### src/rtl/dmem_ctrl_if.sv
// Signal bundle between dmem_ctrl, the Memory-stage LS slot and the SDRAM controller.
// The master modport is the controller; the slave modport is the pipeline/SDRAM side.
interface dmem_ctrl_if;
  // LS slot
  logic        ls_req;
  logic        R_nW;
  logic [24:0] sdram_addr;

  // Request/busy handshake: request is a level held until busy is seen high,
  // then the controller waits for busy low before treating the transfer as done.
  // start_addr and wr_back are stable for the whole request.
  logic        busy;
  logic        request;
  logic        wr_back;
  logic [24:0] start_addr;
  logic [24:0] length;

  // dmem port
  logic [15:0] dmc_addr;
  logic        stall;
  logic        d_sb;

  modport master (
    input  ls_req, R_nW, sdram_addr, busy,
    output request, wr_back, start_addr, length, dmc_addr, stall, d_sb
  );

  modport slave (
    output ls_req, R_nW, sdram_addr, busy,
    input  request, wr_back, start_addr, length, dmc_addr, stall, d_sb
  );
endinterface

### src/rtl/dmem_ctrl.sv
// Single-page data-memory controller: tag check, miss stall and SDRAM page fill.
// Define DMEM_WRITEBACK_EN to track dirty pages and write them back before a fill.
module dmem_ctrl #(
  parameter int PAGE_BITS = 16
) (
  input  logic        ref_clk,
  input  logic        rst,
  dmem_ctrl_if.master bus,
  output logic [2:0]  o_dbg_state
);

  localparam int TAG_W = 25 - PAGE_BITS;

`ifdef DMEM_WRITEBACK_EN
  typedef enum logic [2:0] {
    IDLE      = 3'd0,
    WB_REQ    = 3'd1,
    WB_WAIT   = 3'd2,
    FILL_REQ  = 3'd3,
    FILL_WAIT = 3'd4
  } state_t;
`else
  typedef enum logic [2:0] {
    IDLE      = 3'd0,
    FILL_REQ  = 3'd3,
    FILL_WAIT = 3'd4
  } state_t;
`endif

  state_t             r_state;
  state_t             w_next;
  logic [TAG_W-1:0]   r_tag;
  logic [TAG_W-1:0]   r_fill_tag;
  logic               r_valid;
  logic [24:0]        r_start_addr;

  logic [TAG_W-1:0]   w_tag_in;
  logic               w_hit;
  logic               w_miss;
  logic               w_request;
  logic               w_stall;
  logic               w_dsb;
  logic               w_go_fill;
  logic               w_fill_done;
  logic [15:0]        w_dmc_addr;

`ifdef DMEM_WRITEBACK_EN
  logic               r_dirty;
  logic               r_wr_back;
  logic               w_go_wb;
  logic               w_wb_done;
  logic               w_store_hit;
`else
  logic               w_unused_rnw;
`endif

  assign w_tag_in = bus.sdram_addr[24:PAGE_BITS];
  assign w_hit    = r_valid && (w_tag_in == r_tag);
  assign w_miss   = bus.ls_req && !w_hit;

  always_comb begin
    w_dmc_addr                = '0;
    w_dmc_addr[PAGE_BITS-1:0] = bus.sdram_addr[PAGE_BITS-1:0];
  end

  always_comb begin
    w_next      = r_state;
    w_request   = 1'b0;
    w_stall     = 1'b1;
    w_dsb       = 1'b0;
    w_go_fill   = 1'b0;
    w_fill_done = 1'b0;
`ifdef DMEM_WRITEBACK_EN
    w_go_wb     = 1'b0;
    w_wb_done   = 1'b0;
`endif
    case (r_state)
      IDLE: begin
        w_stall = w_miss;
        w_dsb   = 1'b1;
        if (w_miss && !bus.busy) begin
`ifdef DMEM_WRITEBACK_EN
          if (r_valid && r_dirty) begin
            w_next  = WB_REQ;
            w_go_wb = 1'b1;
          end else begin
            w_next    = FILL_REQ;
            w_go_fill = 1'b1;
          end
`else
          w_next    = FILL_REQ;
          w_go_fill = 1'b1;
`endif
        end
      end
`ifdef DMEM_WRITEBACK_EN
      WB_REQ: begin
        w_request = 1'b1;
        if (bus.busy) w_next = WB_WAIT;
      end
      WB_WAIT: begin
        if (!bus.busy) begin
          w_next    = FILL_REQ;
          w_wb_done = 1'b1;
        end
      end
`endif
      FILL_REQ: begin
        w_request = 1'b1;
        if (bus.busy) w_next = FILL_WAIT;
      end
      FILL_WAIT: begin
        if (!bus.busy) begin
          w_next      = IDLE;
          w_fill_done = 1'b1;
        end
      end
      default: begin
        w_next = IDLE;
      end
    endcase
  end

  always_ff @(posedge ref_clk or posedge rst) begin
    if (rst) r_state <= IDLE;
    else     r_state <= w_next;
  end

  // The miss tag is captured when the miss is accepted so ls_req may drop mid-fill.
  always_ff @(posedge ref_clk or posedge rst) begin
    if (rst) begin
      r_tag        <= '0;
      r_fill_tag   <= '0;
      r_valid      <= 1'b0;
      r_start_addr <= '0;
    end else begin
      if (w_go_fill) begin
        r_fill_tag   <= w_tag_in;
        r_start_addr <= {w_tag_in, {PAGE_BITS{1'b0}}};
      end
`ifdef DMEM_WRITEBACK_EN
      if (w_go_wb) begin
        r_fill_tag   <= w_tag_in;
        r_start_addr <= {r_tag, {PAGE_BITS{1'b0}}};
      end
      if (w_wb_done) begin
        r_start_addr <= {r_fill_tag, {PAGE_BITS{1'b0}}};
      end
`endif
      if (w_fill_done) begin
        r_tag   <= r_fill_tag;
        r_valid <= 1'b1;
      end
    end
  end

`ifdef DMEM_WRITEBACK_EN
  assign w_store_hit = (r_state == IDLE) && bus.ls_req && !bus.R_nW && w_hit;

  always_ff @(posedge ref_clk or posedge rst) begin
    if (rst) begin
      r_dirty   <= 1'b0;
      r_wr_back <= 1'b0;
    end else begin
      if (w_wb_done || w_fill_done) r_dirty <= 1'b0;
      else if (w_store_hit)         r_dirty <= 1'b1;
      if (w_go_wb)                  r_wr_back <= 1'b1;
      else if (w_go_fill || w_wb_done) r_wr_back <= 1'b0;
    end
  end

  assign bus.wr_back = r_wr_back;
`else
  assign w_unused_rnw = bus.R_nW;
  assign bus.wr_back  = 1'b0;
`endif

  // Reset forces IDLE; masking stall keeps the pipeline free while rst is held.
  assign bus.request    = w_request;
  assign bus.stall      = w_stall && !rst;
  assign bus.d_sb       = w_dsb;
  assign bus.start_addr = r_start_addr;
  assign bus.length     = 25'(1) << PAGE_BITS;
  assign bus.dmc_addr   = w_dmc_addr;
  assign o_dbg_state    = r_state;

endmodule

### src/flat_wrapper.sv
// flat-port wrapper written by rule: the top's interface ports become plain ports
module dmem_ctrl_flat 
#(
  parameter int PAGE_BITS = 16
)
  (ref_clk, rst, o_dbg_state, bus_ls_req, bus_R_nW, bus_sdram_addr, bus_busy, bus_request, bus_wr_back, bus_start_addr, bus_length, bus_dmc_addr, bus_stall, bus_d_sb);
  dmem_ctrl_if bus_i ();
  input  logic ref_clk;
  input  logic rst;
  output logic [2:0] o_dbg_state;
  input wire logic [$bits(bus_i.ls_req)-1:0] bus_ls_req;
  input wire logic [$bits(bus_i.R_nW)-1:0] bus_R_nW;
  input wire logic [$bits(bus_i.sdram_addr)-1:0] bus_sdram_addr;
  input wire logic [$bits(bus_i.busy)-1:0] bus_busy;
  output wire logic [$bits(bus_i.request)-1:0] bus_request;
  output wire logic [$bits(bus_i.wr_back)-1:0] bus_wr_back;
  output wire logic [$bits(bus_i.start_addr)-1:0] bus_start_addr;
  output wire logic [$bits(bus_i.length)-1:0] bus_length;
  output wire logic [$bits(bus_i.dmc_addr)-1:0] bus_dmc_addr;
  output wire logic [$bits(bus_i.stall)-1:0] bus_stall;
  output wire logic [$bits(bus_i.d_sb)-1:0] bus_d_sb;
  assign bus_i.ls_req = bus_ls_req;
  assign bus_i.R_nW = bus_R_nW;
  assign bus_i.sdram_addr = bus_sdram_addr;
  assign bus_i.busy = bus_busy;
  assign bus_request = bus_i.request;
  assign bus_wr_back = bus_i.wr_back;
  assign bus_start_addr = bus_i.start_addr;
  assign bus_length = bus_i.length;
  assign bus_dmc_addr = bus_i.dmc_addr;
  assign bus_stall = bus_i.stall;
  assign bus_d_sb = bus_i.d_sb;
  dmem_ctrl #(.PAGE_BITS(PAGE_BITS)) u_core (.ref_clk(ref_clk), .rst(rst), .bus(bus_i), .o_dbg_state(o_dbg_state));
endmodule
### config.mk
export PLATFORM = sky130hd
export DESIGN_NAME = dmem_ctrl_flat
export DESIGN_NICKNAME = d
export VERILOG_FILES = /design/src/rtl/dmem_ctrl_if.sv /design/src/rtl/dmem_ctrl.sv /design/src/flat_wrapper.sv
export SDC_FILE = /design/constraint.sdc
export NUM_CORES = 1
export LEC_CHECK = 0
export BUFFER_PORTS_ARGS = -buffer_cell sky130_fd_sc_hd__buf_4
export CAP_MARGIN = 5
export CORE_ASPECT_RATIO = 0.75
export CORE_MARGIN = 2
export CORE_UTILIZATION = 36
export DETAILED_ROUTE_END_ITERATION = 10
export PLACE_DENSITY = 0.76
export SYNTH_ARGS = -nofsm -noshare
export SYNTH_HDL_FRONTEND = slang
export SYNTH_SLANG_ARGS = --single-unit
### constraint.sdc
create_clock -name ref_clk -period 1.7 [get_ports ref_clk]
set_clock_uncertainty 0.05 [all_clocks]
set_input_delay 0.255 -clock ref_clk [delete_from_list [all_inputs] [get_ports ref_clk]]
set_output_delay 0.255 -clock ref_clk [all_outputs]
set_load 0.005 [all_outputs]
==> results by group, run 1 <==
Run status
  • Outcome: finished with violations
  • Failing checks: setup timing

Setup path
  • FF-to-FF setup slack: -140 ps
  • CP Capture Type: register
  • WS Path Type: reg2reg
  • Crit path max-delay cell type: dfrtp_1
  • Worst Path Max Fanout: 5
  • Worst-path cell chain: xnor2_1, nand4_1, buf_4, o31ai_4, buf_6, mux2_4
  • FF-to-FF End: u_core.r_fill_tag[0]
  • WP buf/inv: 2
  • Data required, critical path: 1800 ps
  • Crit-path leading delay family: flip-flops
  • Max incr delay on CP: 400 ps
  • Worst setup SP type: register
  • Worst reg2reg path depth: 6
  • Arrival time at the worst endpoint: 1940 ps
  • Critical R2R Launch: u_core.r_tag[7]

Route
  • Drt first pass iters: 3
  • Vias per Instance: 3.804
  • Vias: 757
  • Post-Route WL: 2317 µm
  • Drc violations: 0
  • Initial DRC Count: 4
  • Routed len/inst: 11.64 µm
  • Post-route ant nets: 0

Timing
  • Setup-violating endpoint count in the final report: 10
  • Final worst setup slack: -143.2 ps
  • Setup TNS: -1359 ps
  • RSZ-0062 raised after global routing: true
  • F_max: 542.5 MHz
  • Final period util: 108.4%
  • Period minus WS final: 1843 ps
  • Final Slew Violations: 0
  • Final count of hold timing violations: 0
  • Min Hold Slack: 129.7 ps

Logic synthesis
  • Most common cell in the netlist: buf_4
  • Yosys top cell by area: dfrtp_1
  • Seq/Total Area, Yosys: 38.36%
  • Mapped Area: 0.001370 mm²
  • Post-synthesis register bit count: 21
  • Yosys top cell area share: 38.36%
  • Mean Syn Cell Area: 10.87 µm²
  • Synth top area cells: dfrtp_1, buf_4, mux2_2, xnor2_1, o31ai_4
  • EDFF count, synth: 0
  • Most frequent cells after synthesis: buf_4, dfrtp_1, mux2_2
  • Post-synth cell types: 18
  • Ys flop type: dfrtp_1
  • Warnings from Yosys: 0
  • FFs w/ async S/R, synth: 100.0%
  • Syn Inst Count: 126

Die
  • Die H: 57.43 µm
  • Std cell rows: 19
  • Die Footprint: 0.004320 mm²
  • Initial Util: 37.42%
  • # IOs: 103
  • Core ar.: 0.003661 mm²
  • Die W: 75.24 µm

Clocking
  • TritonCTS clock tree: yes
  • Root buffer cell: clkbuf_8
  • Max clock buf depth: 2
  • Clock-pin slew on the worst setup and hold paths: 80 ps
  • Num CTS Buffers: 3
  • H-tree Lvls: 1
  • Clock latency at the later pin of the worst-skew pair: 260 ps
  • Sink Count: 21

Placement
  • HPWL after DPL: 1676 µm
  • Global placer's final weighted congestion: 0.6700
  • Worst slack, placed: -36.20 ps
  • # port buffers: 27

Worst hold path
  • Worst Hold Endpoint: u_core.o_dbg_state[1]
  • Worst hold start: bus_busy
  • WHS Path Cells: 2
  • Worst hold path type: in2reg

Layout
  • Final #Nets: 178
  • Final core utilization: 41.80%
  • Share of layout cells above drive strength 1: 42.86%
  • Number of fillers in the final layout: 370
  • Syn-to-layout area delta: 11.69%
  • # diodes: 0

Power and ir drop
  • Leakage dissipation: 0.0007676 µW
  • Sw frac: 29.96%
  • Power Density: 1148 mW/mm²
  • VDD IR max: 0.6653 mV
  • NetSw: 526.3 µW
  • Sequential power share: 45.6%
  • Logic pwr share: 35.9%
  • Internal Pwr Total: 1230 µW
  • Clk pwr share: 18.5%

Flow run
  • # Max-Cap Violations: 0

Global route
  • GRT overflow: 0
  • Total track usage: 10.83%
  • Vias in the first global route: 708
  • Pin count of the biggest net entering global routing: 22
  • Initial antenna violation count: 0
  • First-pass GRT wire length: 3456 µm
metal layers:
layer  vias to the layer above  track usage, %  share of wire [%]
li1                        349               -                  -
met1                       360           12.25                 39
met2                        37           17.29                 49
met3                        11           5.477                 10
met4                         0           4.511                2.1
met5                         -               0                  0
registers in the layout (all words and copies together), names as in the netlist:
name	flops
u_core.r_fill_tag	9
u_core.r_tag	9
u_core.o_dbg_state	2
u_core.r_valid	1
power by group through the flow:
stage / sequential (µW) / clock (µW) / combinational [µW]
5_1_grt: 824 / 358 / 698
6_report: 801 / 325 / 631
2_1_floorplan: 779 / 0 / 436
3_3_place_gp: 788 / 0 / 514
3_5_place_dp: 804 / 0 / 529
4_1_cts: 794 / 332 / 595
layout by cell type (no fill, tap or decap), drive strengths merged:
master / instances
a211oi: 1
a21oi: 1
buf: 36
clkbuf: 3
clkinv: 1
conb: 42
dfrtp: 21
dlygate4sd3: 1
inv: 2
mux2: 18
nand2: 1
nand4: 2
nor2: 2
nor2b: 2
nor4b: 1
o21a: 1
o31ai: 2
or2: 1
xnor2: 9
per-stage QoR:
stage                     instance area, µm²  std cells  power, µW
after global placement                  1385        191       1302
after CTS                               1495        197       1721
after global routing                    1530        199       1880
after floorplan                         1520        166       1215
after detailed placement                1385        191       1332
final                                   1530        199       1757
final cells by class:
type	instances	area [µm²]	area share, %
Multi-Input combinational cell	83	598.1	39.08
Sequential cell	21	525.5	34.34
Timing Repair Buffer	37	287.8	18.81
Tap cell	52	65.06	4.252
Clock buffer	3	41.29	2.698
Inverter	2	7.507	0.4906
Clock inverter	1	5.005	0.3271
cell families after synthesis:
family / synth area share [%]
AND/OR/NAND/NOR: 3.744
other: 0.5481
XOR/XNOR: 5.754
flip-flops: 38.36
buffers and inverters: 33.24
AO/OA/AOI/OAI: 3.562
multiplexers: 14.79
what timing repair did:
| action | 4_1_cts | 5_1_grt |
|---|---|---|
| resized for setup | 12 | 3 |
| hold buffers | 1 | 0 |
| buffers inserted | 1 | 2 |
| pin swaps | 6 | 7 |
| endpoints found under the hold margin | 21 | 0 |
| endpoints found under the setup margin | 10 | 10 |
how the worst max path moves through the flow:
stage	to	depth (start not counted)	startpoint
2_1_floorplan	u_core.r_fill_tag[0]	4	u_core.r_tag[6]
3_3_place_gp	u_core.r_fill_tag[4]	6	bus_sdram_addr[17]
3_5_place_dp	u_core.r_fill_tag[6]	6	bus_sdram_addr[17]
4_1_cts	bus_stall	5	u_core.r_tag[7]
5_1_grt	u_core.r_fill_tag[6]	6	u_core.r_tag[3]
6_report	u_core.r_fill_tag[0]	6	u_core.r_tag[7]
Note: power is estimated with default switching activity, not from simulation.
==> run 2, diff against run 1 <==
REMOVE_ABC_BUFFERS = 1   (was unset)
==> results by group, run 2 (synthesis gave the netlist of run 1 again) <==
Run status
  • Outcome: finished with violations
  • Failing checks: setup timing

Route
  • Vias per Instance: 3.873
  • Post-route ant nets: 0
  • Drc violations: 0
  • Routed len/inst: 11.63 µm
  • Vias: 763
  • Drt first pass iters: 5
  • Post-Route WL: 2292 µm
  • Initial DRC Count: 20

Power and ir drop
  • Power Density: 1130 mW/mm²
  • Leakage dissipation: 0.0007620 µW
  • VDD IR max: 0.4761 mV

Layout
  • Number of fillers in the final layout: 367
  • Final #Nets: 176
  • Non-Filler Instances: 197
  • Most frequent cells in the layout: conb_1, buf_4, dfrtp_1
  • Share of layout cells above drive strength 1: 42.07%
  • Most common cell after layout, fill and taps aside: conb_1
  • # diodes: 0
  • Syn-to-layout area delta: 10.23%

Setup path
  • Worst reg2reg path depth: 6
  • Worst-path cell chain: xnor2_1, nand4_1, o31ai_2, a21oi_1, buf_4
  • CP Capture Type: primary output
  • WP buf/inv: 1
  • FF-to-FF End: u_core.r_fill_tag[2]
  • Data required, critical path: 1390 ps
  • Arrival time at the worst endpoint: 1500 ps
  • Worst Path Max Fanout: 2
  • WS Path Type: reg2out
  • Crit-path leading delay family: flip-flops
  • Worst setup SP type: register
  • Critical R2R Launch: u_core.r_tag[7]
  • Max incr delay on CP: 400 ps
  • Crit path max-delay cell type: dfrtp_1
  • FF-to-FF setup slack: -90 ps

Die
  • # IOs: 103
  • Core ar.: 0.003661 mm²
  • Die W: 75.24 µm
  • Die H: 57.43 µm
  • Initial Util: 37.42%
  • Std cell rows: 19
  • Die Footprint: 0.004320 mm²

Flow run
  • # Max-Cap Violations: 0

Clocking
  • H-tree Lvls: 1
  • Max clock buf depth: 2
  • Num CTS Buffers: 3
  • Root buffer cell: clkbuf_8
  • Clock-pin slew on the worst setup and hold paths: 70 ps
  • Clock latency at the later pin of the worst-skew pair: 250 ps
  • Sink Count: 21
  • TritonCTS clock tree: yes

Global route
  • Total track usage: 10.74%
  • Initial antenna violation count: 0
  • Pin count of the biggest net entering global routing: 22
  • First-pass GRT wire length: 3470 µm
  • Vias in the first global route: 745
  • GRT overflow: 0

Timing
  • Final worst setup slack: -102.4 ps
  • F_max: 554.8 MHz
  • Period minus WS final: 1802 ps
  • Final count of hold timing violations: 0
  • Final Slew Violations: 0
  • Setup-violating endpoint count in the final report: 10
  • Setup TNS: -805.1 ps
  • Min Hold Slack: 132.9 ps
  • RSZ-0062 raised after global routing: true
  • Final period util: 106.0%

Worst hold path
  • WHS Path Cells: 2
  • Worst Hold Endpoint: u_core.o_dbg_state[1]
  • Worst hold path type: in2reg
  • Worst hold start: bus_busy

Placement
  • Global placer's final weighted congestion: 0.6653
  • Placed insts: 190
  • HPWL after DPL: 1752 µm
  • # port buffers: 27
==> run 2: cell types whose count changed in the layout (fill, tap and decap cells not counted), sizes merged <==
cell	previous run	this run
buf	36	34
==> run 2: routing by layer <==
layer / wire [µm] / global-route usage [%] / part of all wire [%] / vias to the layer above
li1: - / - / - / 343
met1: 874 / 13.64 / 38 / 360
met2: 1071 / 14.54 / 47 / 58
met3: 338 / 8.304 / 15 / 2
met4: 8 / 1.504 / 0.35 / 0
met5: 0 / 3.704 / 0 / -
==> run 2: worst max-delay path by stage <==
stage	from	endpoint	slack, ps	cells after the start
floorplan	u_core.r_tag[6]	u_core.r_fill_tag[0]	60	4
global placement	bus_sdram_addr[17]	u_core.r_fill_tag[2]	-20	6
detailed placement	bus_sdram_addr[17]	u_core.r_fill_tag[3]	-30	6
CTS	u_core.r_tag[1]	bus_stall	-180	5
global route	u_core.r_tag[6]	bus_stall	-210	5
finish	u_core.r_tag[0]	bus_stall	-100	5
==> run 2: layout make-up <==
class	instances	area [µm²]	area share [%]
inverters	2	7.507	0.4971
flip-flops and latches	21	525.5	34.80
well taps	52	65.06	4.308
clock buffers	3	41.29	2.734
multi-input cells	83	593.1	39.27
repair buffers	35	272.8	18.06
clock inverters	1	5.005	0.3314
==> run 2: worst register-to-register path: stages (launching register included) <==
cell and delay, ps:
dfrtp_1 390, xnor2_1 160, nand4_1 170, buf_4 180, o31ai_4 250, buf_6 180, mux2_4 300
==> run 2: where the power goes <==
part           internal, µW  leakage (µW)  total (µW)  switching (µW)
Sequential              670      0.000249         795             125
Combinational           386      0.000488         596             210
Clock                   163     0.0000255         316             153
==> run 2: timing repair <==
item	CTS	global route
hold endpoints to repair	21	0
setup endpoints to repair	10	10
hold buffers	1	0
pin swaps	4	9
gates resized for setup	12	2
buffers inserted	1	1
gates cloned	0	0
==> run 2: through the flow <==
step / instance area, µm² / total power [µW] / setup WS (ps) / utilization, %
final: 1510 / 1707 / -102.4 / 41.25
after global routing: 1510 / 1837 / -209.1 / 41.25
after CTS: 1488 / 1707 / -183.6 / 40.64
after detailed placement: 1378 / 1318 / -34.06 / 37.63
after global placement: 1378 / 1300 / -19.91 / 37.63
after floorplan: 1072 / 1111 / 60.69 / -
==> run 3, diff against run 2 <==
CORE_UTILIZATION = 30   (was 36)
PLACE_DENSITY = 0.65   (was 0.76)
==> results by group, run 3 (synthesis gave the netlist of run 1 again) <==
Global route
  • Total track usage: 9.928%
  • GRT overflow: 0
  • Pin count of the biggest net entering global routing: 22
  • Vias in the first global route: 737
  • First-pass GRT wire length: 3822 µm
  • Initial antenna violation count: 0

Power and ir drop
  • Total power: 1715 µW
  • Internal Pwr Total: 1214 µW
  • Sequential power share: 46.2%
  • Sw frac: 29.20%
  • Logic pwr share: 34.7%
  • VDD IR max: 0.4963 mV
  • NetSw: 500.7 µW
  • Leakage dissipation: 0.0007614 µW
  • Clk pwr share: 19.0%
  • Power Density: 1128 mW/mm²

Layout
  • Final #Nets: 177
  • Final core utilization: 34.44%
  • Most frequent cells in the layout: conb_1, buf_4, dfrtp_1
  • # diodes: 0
  • Most common cell after layout, fill and taps aside: conb_1
  • Share of layout cells above drive strength 1: 42.47%
  • Syn-to-layout area delta: 10.96%

Setup path
  • CP Capture Type: primary output
  • Most used cell, CP: buf_4
  • Crit path max-delay cell type: dfrtp_1
  • Worst reg2reg path depth: 6
  • Critical R2R Launch: u_core.r_tag[6]
  • Worst Path Max Fanout: 2
  • Max incr delay on CP: 400 ps
  • Worst setup SP type: register
  • WP buf/inv: 2
  • FF-to-FF End: u_core.r_fill_tag[3]
  • Worst-path cell chain: xnor2_1, nand4_1, o31ai_2, buf_4, a21oi_2, buf_4
  • Crit-path leading delay family: flip-flops
  • WS Path Type: reg2out
  • Arrival time at the worst endpoint: 1550 ps
  • FF-to-FF setup slack: -80 ps
  • CP Depth: 6
  • Data required, critical path: 1390 ps

Route
  • Post-Route WL: 2424 µm
  • Vias: 770
  • Post-route ant nets: 0
  • Vias per Instance: 3.793
  • Routed len/inst: 11.94 µm
  • Drt first pass iters: 2
  • Drc violations: 0
  • Initial DRC Count: 8

Run status
  • Failing checks: setup timing
  • Outcome: finished with violations

Worst hold path
  • WHS Path Cells: 2
  • Worst hold path type: in2reg
  • Worst Hold Endpoint: u_core.o_dbg_state[1]
  • Worst hold start: bus_busy

Die
  • Core ar.: 0.004414 mm²
  • Die Footprint: 0.005129 mm²
  • Die W: 82.04 µm
  • Initial Util: 31.04%
  • Std cell rows: 21
  • # IOs: 103
  • Die H: 62.53 µm

Timing
  • Setup TNS: -797.2 ps
  • Period minus WS final: 1850 ps
  • RSZ-0062 raised after global routing: true
  • Final Slew Violations: 0
  • Setup-violating endpoint count in the final report: 10
  • F_max: 540.5 MHz
  • Final worst setup slack: -150.2 ps
  • Final count of hold timing violations: 0
  • Final period util: 108.8%

Placement
  • Worst slack, placed: -41.66 ps
  • Global placer's final weighted congestion: 0.6400
  • # port buffers: 27
  • HPWL after DPL: 1841 µm

Clocking
  • Sink Count: 21
  • H-tree Lvls: 1
  • TritonCTS clock tree: yes
  • Max clock buf depth: 2
  • Num CTS Buffers: 3
  • Root buffer cell: clkbuf_8
  • Clock-pin slew on the worst setup and hold paths: 80 ps
  • Clock latency at the later pin of the worst-skew pair: 260 ps

Flow run
  • # Max-Cap Violations: 0
-- run 3: metrics by stage --
step	cells	hold slack, ps	area (µm²)
5_1_grt	203	109.6	1520
2_1_floorplan	106	181.5	1072
3_3_place_gp	196	275.6	1391
3_5_place_dp	196	273.1	1391
4_1_cts	202	107.3	1513
6_report	203	116.5	1520
-- run 3: cell type report --
type | count | area (µm²)
clock inverters | 1 | 5.005
well taps | 57 | 71.32
inverters | 2 | 7.507
flip-flops and latches | 21 | 525.5
multi-input cells | 83 | 589.3
clock buffers | 3 | 41.29
repair buffers | 36 | 280.3
fillers | 455 | 2894
-- run 3: timing repair --
item	in CTS	in global routing
hold endpoints to repair	21	0
hold buffers	1	0
endpoints found under the setup margin	10	10
setup buffers	1	1
gates resized for setup	14	0
pin swaps	8	2
-- run 3: worst max path at each step --
stage                       startpoint              endpoint  slack, ps
floorplan              u_core.r_tag[6]  u_core.r_fill_tag[0]         60
global route           u_core.r_tag[8]             bus_stall       -280
CTS                    u_core.r_tag[1]             bus_stall       -210
global placement    bus_sdram_addr[17]  u_core.r_fill_tag[4]        -30
finish                 u_core.r_tag[6]             bus_stall       -150
detailed placement  bus_sdram_addr[17]  u_core.r_fill_tag[4]        -40
-- run 3: power groups by stage --
| stage | clock network (µW) | logic, µW | registers, µW |
|---|---|---|---|
| detailed placement | 0 | 527 | 798 |
| floorplan | 0 | 331 | 780 |
| CTS | 348 | 595 | 794 |
| finish | 326 | 595 | 793 |
| global placement | 0 | 513 | 789 |
| global route | 374 | 651 | 822 |
-- run 3: metal layers --
layer | part of all wire, % | up-vias | GRT usage (%)
li1 | - | 347 | -
met1 | 42 | 365 | 13.54
met2 | 43 | 58 | 12.80
met3 | 15 | 0 | 7.081
met4 | 0 | 0 | 1.250
met5 | 0 | - | 2.222
